==> config.mk <==
export PLATFORM = sky130hd
export DESIGN_NAME = systolic_seq_ctrl_flat
export DESIGN_NICKNAME = d
export VERILOG_FILES = /design/src/rtl/systolic_seq_ctrl_if.sv /design/src/rtl/systolic_seq_ctrl.sv /design/src/flat_wrapper.sv
export SDC_FILE = /design/constraint.sdc
export NUM_CORES = 1
export LEC_CHECK = 0
export CAP_MARGIN = 20
export CORE_MARGIN = 2
export CORE_UTILIZATION = 30
export CTS_CLUSTER_DIAMETER = 30
export DETAILED_ROUTE_END_ITERATION = 8
export SETUP_SLACK_MARGIN = 0.3
export SLEW_MARGIN = 0
export SYNTH_ARGS = -nofsm -noshare
export SYNTH_HDL_FRONTEND = slang
export SYNTH_SLANG_ARGS = --single-unit
export TNS_END_PERCENT = 1
==> constraint.sdc <==
create_clock -name clk -period 4.5 [get_ports clk]
set_input_delay 0.9 -clock clk [delete_from_list [all_inputs] [get_ports clk]]
set_output_delay 0.9 -clock clk [all_outputs]
set_load 0.03 [all_outputs]
==> src/rtl/systolic_seq_ctrl_if.sv <==
// Bus bundle between the ibus decoder / array datapath and the systolic run sequencer.
interface systolic_seq_ctrl_if #(
  parameter int ADR_W = 9
);
  logic             wen;
  logic [15:0]      ibus_wadr;
  logic [15:0]      ibus_wdata;
  logic             ren;
  logic [15:0]      ibus_radr;
  logic [15:0]      ctrl_rdata;
  logic             ctrl_hit;
  logic             abuf_ren;
  logic [ADR_W-1:0] abuf_radr;
  logic             pe_clr;
  logic             pe_en;
  logic             obuf_we;
  logic [ADR_W-1:0] obuf_wadr;
  logic             busy;
  logic             done;

  modport master (
    output wen, ibus_wadr, ibus_wdata, ren, ibus_radr,
    input  ctrl_rdata, ctrl_hit, abuf_ren, abuf_radr, pe_clr, pe_en,
           obuf_we, obuf_wadr, busy, done
  );

  modport slave (
    input  wen, ibus_wadr, ibus_wdata, ren, ibus_radr,
    output ctrl_rdata, ctrl_hit, abuf_ren, abuf_radr, pe_clr, pe_en,
           obuf_we, obuf_wadr, busy, done
  );
endinterface

==> src/rtl/systolic_seq_ctrl.sv <==
// Systolic run sequencer: ibus control registers, A/B buffer address stepping, PE gating, obuf commit.
// Optional SYS_ABORT_EN: START write with wdata[1]=1 while busy aborts the sequence.
module systolic_seq_ctrl #(
  parameter int ADR_W     = 9,
  parameter int DRAIN_CYC = 3
) (
  input logic                clk,
  input logic                rst_n,
  systolic_seq_ctrl_if.slave bus
);

  localparam logic [15:0] ADR_START  = 16'hFFF0;
  localparam logic [15:0] ADR_MAX    = 16'hFFF1;
  localparam logic [15:0] ADR_RUN    = 16'hFFF2;
  localparam logic [15:0] DRAIN_LAST = 16'(DRAIN_CYC - 1);

  typedef enum logic [2:0] {
    S_IDLE,
    S_CLEAR,
    S_FEED,
    S_DRAIN,
    S_WRITE
  } state_t;

  state_t           r_state, w_state_n;
  logic [15:0]      r_max, r_run_max;
  logic [15:0]      r_feed_cnt, w_feed_cnt_n;
  logic [15:0]      r_drain_cnt, w_drain_cnt_n;
  logic [15:0]      r_run_cnt, w_run_cnt_n;
  logic [ADR_W-1:0] r_adr_cnt, w_adr_cnt_n;
  logic [ADR_W-1:0] r_abuf_radr, w_abuf_radr_n;
  logic [ADR_W-1:0] r_obuf_wadr, w_obuf_wadr_n;
  logic             r_abuf_ren, r_pe_clr, r_pe_en, r_obuf_we, r_busy, r_done;
  logic             w_done_n;
  logic [15:0]      r_ctrl_rdata;
  logic             r_ctrl_hit;
  logic             w_idle, w_start_wr, w_start, w_abort;

  assign w_idle     = (r_state == S_IDLE);
  assign w_start_wr = bus.wen && (bus.ibus_wadr == ADR_START);
  assign w_start    = w_start_wr && bus.ibus_wdata[0] && w_idle;
`ifdef SYS_ABORT_EN
  assign w_abort    = w_start_wr && bus.ibus_wdata[1] && !w_idle;
`else
  assign w_abort    = 1'b0;
`endif

  always_comb begin
    w_state_n     = r_state;
    w_feed_cnt_n  = r_feed_cnt;
    w_drain_cnt_n = r_drain_cnt;
    w_run_cnt_n   = r_run_cnt;
    w_adr_cnt_n   = r_adr_cnt;
    w_done_n      = 1'b0;
    w_abuf_radr_n = r_abuf_radr;
    w_obuf_wadr_n = r_obuf_wadr;

    case (r_state)
      S_IDLE: begin
        if (w_start) begin
          w_state_n     = S_CLEAR;
          w_feed_cnt_n  = '0;
          w_drain_cnt_n = '0;
          w_run_cnt_n   = '0;
          w_adr_cnt_n   = '0;
        end
      end
      S_CLEAR: begin
        w_state_n    = S_FEED;
        w_feed_cnt_n = '0;
      end
      S_FEED: begin
        if (r_feed_cnt == r_max) begin
          w_state_n     = (DRAIN_CYC == 0) ? S_WRITE : S_DRAIN;
          w_drain_cnt_n = '0;
        end else begin
          w_feed_cnt_n = r_feed_cnt + 16'd1;
        end
      end
      S_DRAIN: begin
        if (r_drain_cnt == DRAIN_LAST) w_state_n = S_WRITE;
        else                           w_drain_cnt_n = r_drain_cnt + 16'd1;
      end
      S_WRITE: begin
        if (r_run_cnt == r_run_max) begin
          w_state_n = S_IDLE;
          w_done_n  = 1'b1;
        end else begin
          w_state_n   = S_CLEAR;
          w_run_cnt_n = r_run_cnt + 16'd1;
        end
      end
      default: w_state_n = S_IDLE;
    endcase

    // Abort overrides everything above, including a WRITE about to be entered.
    if (w_abort) begin
      w_state_n = S_IDLE;
      w_done_n  = 1'b0;
    end

    // Outputs are registered, so they are decoded from the next state.
    if (w_state_n == S_FEED) begin
      w_abuf_radr_n = r_adr_cnt;
      w_adr_cnt_n   = r_adr_cnt + 1'b1;
    end
    if (w_state_n == S_WRITE) w_obuf_wadr_n = w_run_cnt_n[ADR_W-1:0];
  end

  always_ff @(posedge clk or negedge rst_n) begin
    if (!rst_n) begin
      r_state     <= S_IDLE;
      r_feed_cnt  <= '0;
      r_drain_cnt <= '0;
      r_run_cnt   <= '0;
      r_adr_cnt   <= '0;
      r_abuf_radr <= '0;
      r_obuf_wadr <= '0;
      r_abuf_ren  <= 1'b0;
      r_pe_clr    <= 1'b0;
      r_pe_en     <= 1'b0;
      r_obuf_we   <= 1'b0;
      r_busy      <= 1'b0;
      r_done      <= 1'b0;
    end else begin
      r_state     <= w_state_n;
      r_feed_cnt  <= w_feed_cnt_n;
      r_drain_cnt <= w_drain_cnt_n;
      r_run_cnt   <= w_run_cnt_n;
      r_adr_cnt   <= w_adr_cnt_n;
      r_abuf_radr <= w_abuf_radr_n;
      r_obuf_wadr <= w_obuf_wadr_n;
      r_abuf_ren  <= (w_state_n == S_FEED);
      r_pe_clr    <= (w_state_n == S_CLEAR);
      r_pe_en     <= (w_state_n == S_FEED) || (w_state_n == S_DRAIN);
      r_obuf_we   <= (w_state_n == S_WRITE);
      r_busy      <= (w_state_n != S_IDLE);
      r_done      <= w_done_n;
    end
  end

  // Config registers are frozen during a sequence; readback reflects pre-edge values.
  always_ff @(posedge clk or negedge rst_n) begin
    if (!rst_n) begin
      r_max        <= '0;
      r_run_max    <= '0;
      r_ctrl_rdata <= '0;
      r_ctrl_hit   <= 1'b0;
    end else begin
      if (bus.wen && w_idle) begin
        if (bus.ibus_wadr == ADR_MAX) r_max     <= bus.ibus_wdata;
        if (bus.ibus_wadr == ADR_RUN) r_run_max <= bus.ibus_wdata;
      end
      r_ctrl_hit   <= 1'b0;
      r_ctrl_rdata <= '0;
      if (bus.ren) begin
        case (bus.ibus_radr)
          ADR_START: begin
            r_ctrl_hit   <= 1'b1;
            r_ctrl_rdata <= {15'b0, r_busy};
          end
          ADR_MAX: begin
            r_ctrl_hit   <= 1'b1;
            r_ctrl_rdata <= r_max;
          end
          ADR_RUN: begin
            r_ctrl_hit   <= 1'b1;
            r_ctrl_rdata <= r_run_max;
          end
          default: ;
        endcase
      end
    end
  end

  assign bus.abuf_ren   = r_abuf_ren;
  assign bus.abuf_radr  = r_abuf_radr;
  assign bus.pe_clr     = r_pe_clr;
  assign bus.pe_en      = r_pe_en;
  assign bus.obuf_we    = r_obuf_we;
  assign bus.obuf_wadr  = r_obuf_wadr;
  assign bus.busy       = r_busy;
  assign bus.done       = r_done;
  assign bus.ctrl_rdata = r_ctrl_rdata;
  assign bus.ctrl_hit   = r_ctrl_hit;

endmodule

==> src/flat_wrapper.sv <==
// flat-port wrapper written by rule: the top's interface ports become plain ports
module systolic_seq_ctrl_flat 
#(
  parameter int ADR_W     = 9,
  parameter int DRAIN_CYC = 3
)
  (clk, rst_n, bus_wen, bus_ibus_wadr, bus_ibus_wdata, bus_ren, bus_ibus_radr, bus_ctrl_rdata, bus_ctrl_hit, bus_abuf_ren, bus_abuf_radr, bus_pe_clr, bus_pe_en, bus_obuf_we, bus_obuf_wadr, bus_busy, bus_done);
  systolic_seq_ctrl_if #(.ADR_W(ADR_W)) bus_i ();
  input logic clk;
  input logic rst_n;
  input wire logic [$bits(bus_i.wen)-1:0] bus_wen;
  input wire logic [$bits(bus_i.ibus_wadr)-1:0] bus_ibus_wadr;
  input wire logic [$bits(bus_i.ibus_wdata)-1:0] bus_ibus_wdata;
  input wire logic [$bits(bus_i.ren)-1:0] bus_ren;
  input wire logic [$bits(bus_i.ibus_radr)-1:0] bus_ibus_radr;
  output wire logic [$bits(bus_i.ctrl_rdata)-1:0] bus_ctrl_rdata;
  output wire logic [$bits(bus_i.ctrl_hit)-1:0] bus_ctrl_hit;
  output wire logic [$bits(bus_i.abuf_ren)-1:0] bus_abuf_ren;
  output wire logic [$bits(bus_i.abuf_radr)-1:0] bus_abuf_radr;
  output wire logic [$bits(bus_i.pe_clr)-1:0] bus_pe_clr;
  output wire logic [$bits(bus_i.pe_en)-1:0] bus_pe_en;
  output wire logic [$bits(bus_i.obuf_we)-1:0] bus_obuf_we;
  output wire logic [$bits(bus_i.obuf_wadr)-1:0] bus_obuf_wadr;
  output wire logic [$bits(bus_i.busy)-1:0] bus_busy;
  output wire logic [$bits(bus_i.done)-1:0] bus_done;
  assign bus_i.wen = bus_wen;
  assign bus_i.ibus_wadr = bus_ibus_wadr;
  assign bus_i.ibus_wdata = bus_ibus_wdata;
  assign bus_i.ren = bus_ren;
  assign bus_i.ibus_radr = bus_ibus_radr;
  assign bus_ctrl_rdata = bus_i.ctrl_rdata;
  assign bus_ctrl_hit = bus_i.ctrl_hit;
  assign bus_abuf_ren = bus_i.abuf_ren;
  assign bus_abuf_radr = bus_i.abuf_radr;
  assign bus_pe_clr = bus_i.pe_clr;
  assign bus_pe_en = bus_i.pe_en;
  assign bus_obuf_we = bus_i.obuf_we;
  assign bus_obuf_wadr = bus_i.obuf_wadr;
  assign bus_busy = bus_i.busy;
  assign bus_done = bus_i.done;
  systolic_seq_ctrl #(.ADR_W(ADR_W), .DRAIN_CYC(DRAIN_CYC)) u_core (.clk(clk), .rst_n(rst_n), .bus(bus_i));
endmodule
==> results.json <==
{
  "status": "finished clean",
  "hpwlAfterDp_um": 11500,
  "critical_path.cell_chain": "clkdlybuf4s50_1, nand4bb_1, or4_4, nor3_4, nor2_2, a211o_1, mux2_1",
  "synthArstFlopShare_pct": 100,
  "start_kind": "input port",
  "cts_root_buf": "clkbuf_16",
  "tightest_slew_ps": 913,
  "clkSlewWorstSetupHoldPaths_ps": 60,
  "synth_ff_type": "dfrtp_1",
  "cts_buffer_depth": 2,
  "grt_max_degree": 79,
  "cp-end-kind": "flip-flop",
  "rows": 53,
  "synthesis.nets": 670,
  "power-per-cell-area_mw_per_mm2": 468,
  "ys_seq_area_share_pct": 51.6,
  "synth_edf_count": 0,
  "r2r_slack_ps": 1610,
  "slowest_delay_ps": 600,
  "drtIter0Drc": 315,
  "pre_cts_ws_ps": 905,
  "max_slew_margin_pct": 39.2,
  "vias": 5021,
  "power_mw": 3.87,
  "ir_drop_mv": 0.292,
  "fmax_ghz": 0.317,
  "cap_violations": 0,
  "layout_commonest_cell": "dfrtp_1",
  "grt_pass1_wl_um": 26800,
  "die_w_um": 151,
  "layout_setup_ws_ps": 1340,
  "overflow": 0,
  "slew_viol_final": 0,
  "htreeDepth": 4,
  "final.setup.tns_ps": 0,
  "coreArea_mm2": 0.0211,
  "antenna_found_initial": 0,
  "rsz0062_at_grt": "false",
  "portBuffers": 92,
  "setup_viol": 0,
  "drive_gt1_share_pct": 13.1,
  "numCtsBuffers": 17,
  "final_core_utilization_pct": 39.1,
  "synth_cell_types": 54,
  "cts_tree": "built",
  "insertedDiodeCount": 0,
  "gr-usage-all-layers_pct": 15.2,
  "areaGrowthSynthToFinish_pct": 27.9,
  "drc": 0,
  "holdBufCountCts": 0,
  "first_global_vias": 5056,
  "cp_slowest_cell": "or4_4",
  "clock-sinks": 133,
  "arrival_ps": 3460,
  "synthCells": 613,
  "via_per_inst": 5.06,
  "min_period_ps": 3160,
  "syn_area_per_cell_um2": 10.5,
  "post-cts-setup-buffer-count": 0,
  "fin_skew_ps": 17.2,
  "ys_seq_elements": 133,
  "crit_type": "input port to flip-flop",
  "placed_area_mm2": 0.00765,
  "fin_hold_ws_ps": 479,
  "final_cell_mix": "dfrtp_1 (133), clkdlybuf4s50_1 (91), nand2_1 (49)",
  "finalHoldViolations": 0,
  "stdcell_area_mm2": 0.00826,
  "holdCritPathClass": "input port to async pin",
  "drtAntennaViolNets": 0,
  "p_leak_nw": 3.70,
  "dpl.cell_count": 959,
  "clk_latency_ps": 430,
  "start_util_pct": 30.6,
  "path_max_fanout": 14,
  "yosysWarnings": 0,
  "drt_wl_total_um": 16300,
  "finalCritPeriodShare_pct": 70.2,
  "post_drt_wl_per_cell_um": 16.4,
  "die-area_mm2": 0.0227,
  "die_h_um": 151,
  "io_pins": 93,
  "finalNetCount": 761,
  "required_ps": 4800,
  "stdcell_count": 992,
  "cts_resized": 0,
  "drt_first_pass_iters": 6,
  "gp_congestion": 0.858,
  "synthesis.area_mm2": 0.00645
}
## metal layers
layer,wire [um],part of all wire (%),up-vias,GRT usage (%)
li1,-,-,2432,-
met1,7290,45,2490,19.6
met2,8180,50,85,24.9
met3,590,3.6,14,3.88
met4,243,1.5,0,5.23
met5,0,0,-,0
## layout make-up
| cell class | instances | area [um2] |
|---|---|---|
| Timing Repair Buffer | 100 | 990 |
| Sequential cell | 133 | 3330 |
| Tap cell | 275 | 344 |
| Fill cell | 2088 | 12800 |
| Multi-Input combinational cell | 437 | 2940 |
| Inverter | 15 | 56.3 |
| Clock buffer | 17 | 425 |
| Clock inverter | 15 | 168 |
## report_power, final
group,internal [mW],switching [mW]
registers,1.33,0.128
clock network,0.828,0.567
logic,0.405,0.608
total,2.56,1.30
## state kept, by name, indices dropped and copies added, names as in the netlist, 9 cells and up
name                   flops
u_core.r_max              16
u_core.r_run_max          16
u_core.r_adr_cnt           9
u_core.bus.abuf_radr       9
u_core.bus.obuf_wadr       9
u_core.r_feed_cnt         16
u_core.bus.ctrl_rdata     16
u_core.r_drain_cnt        16
u_core.r_run_cnt          16
## final timing paths
check	startpoint	to	cells after the start
setup reg to reg	u_core.r_feed_cnt[7]$_DFFE_PN0P_	u_core.r_feed_cnt[8]$_DFFE_PN0P_	6
min in group clk	u_core.r_run_cnt[15]$_DFFE_PN0P_	u_core.r_run_cnt[15]$_DFFE_PN0P_	1
max in group asynchronous	rst_n	u_core.r_feed_cnt[11]$_DFFE_PN0P_	2
hold reg to reg	u_core.r_run_cnt[15]$_DFFE_PN0P_	u_core.r_run_cnt[15]$_DFFE_PN0P_	1
setup / recovery	bus_ibus_wadr[2]	u_core.r_feed_cnt[8]$_DFFE_PN0P_	7
hold / removal	rst_n	u_core.bus.pe_clr$_DFF_PN0_	1
## cell families (layout without fill, tap and decap cells)
kind of cell	count (synthesis)	in the layout	share of synthesized area [%]
buf+inv	43	147	2.89
fa+ha+maj	5	5	0.969
simple gates	210	210	17.1
flops	133	133	51.6
xor+xnor	34	34	4.61
mux	59	59	10.0
compound gates	129	129	12.9
## Yosys cell counts, drive strengths merged (3+ instances only)
cell,n,area (um2)
or3,11,68.8
and3,16,100
mux2,44,495
a22oi,15,113
nor3,9,67.6
o21ai,35,175
and2,5,31.3
a211o,3,26.3
nor4,8,50.1
o2111ai,3,26.3
or4,6,48.8
inv,15,56.3
buf,11,66.3
o41ai,3,33.8
o31ai,6,45.0
and4,4,35.0
mux2i,15,150
a31oi,15,93.8
ha,5,62.6
o211ai,9,67.6
a21oi,24,120
nand2,50,190
a21o,8,60.1
nor2,47,181
xnor2,18,158
clkbuf,17,63.8
nand3,26,130
dfrtp,133,3330
xor2,16,140
nand4,19,119
## worst max-delay path, delay by kind of cell
kind / cells / cell delay, ps
muxes: 1 / 310
buffers and inverters: 1 / 390
AOI/OAI and AO/OA: 1 / 350
and+or+nand+nor: 4 / 1500
Note: power is estimated with default switching activity, not from simulation.
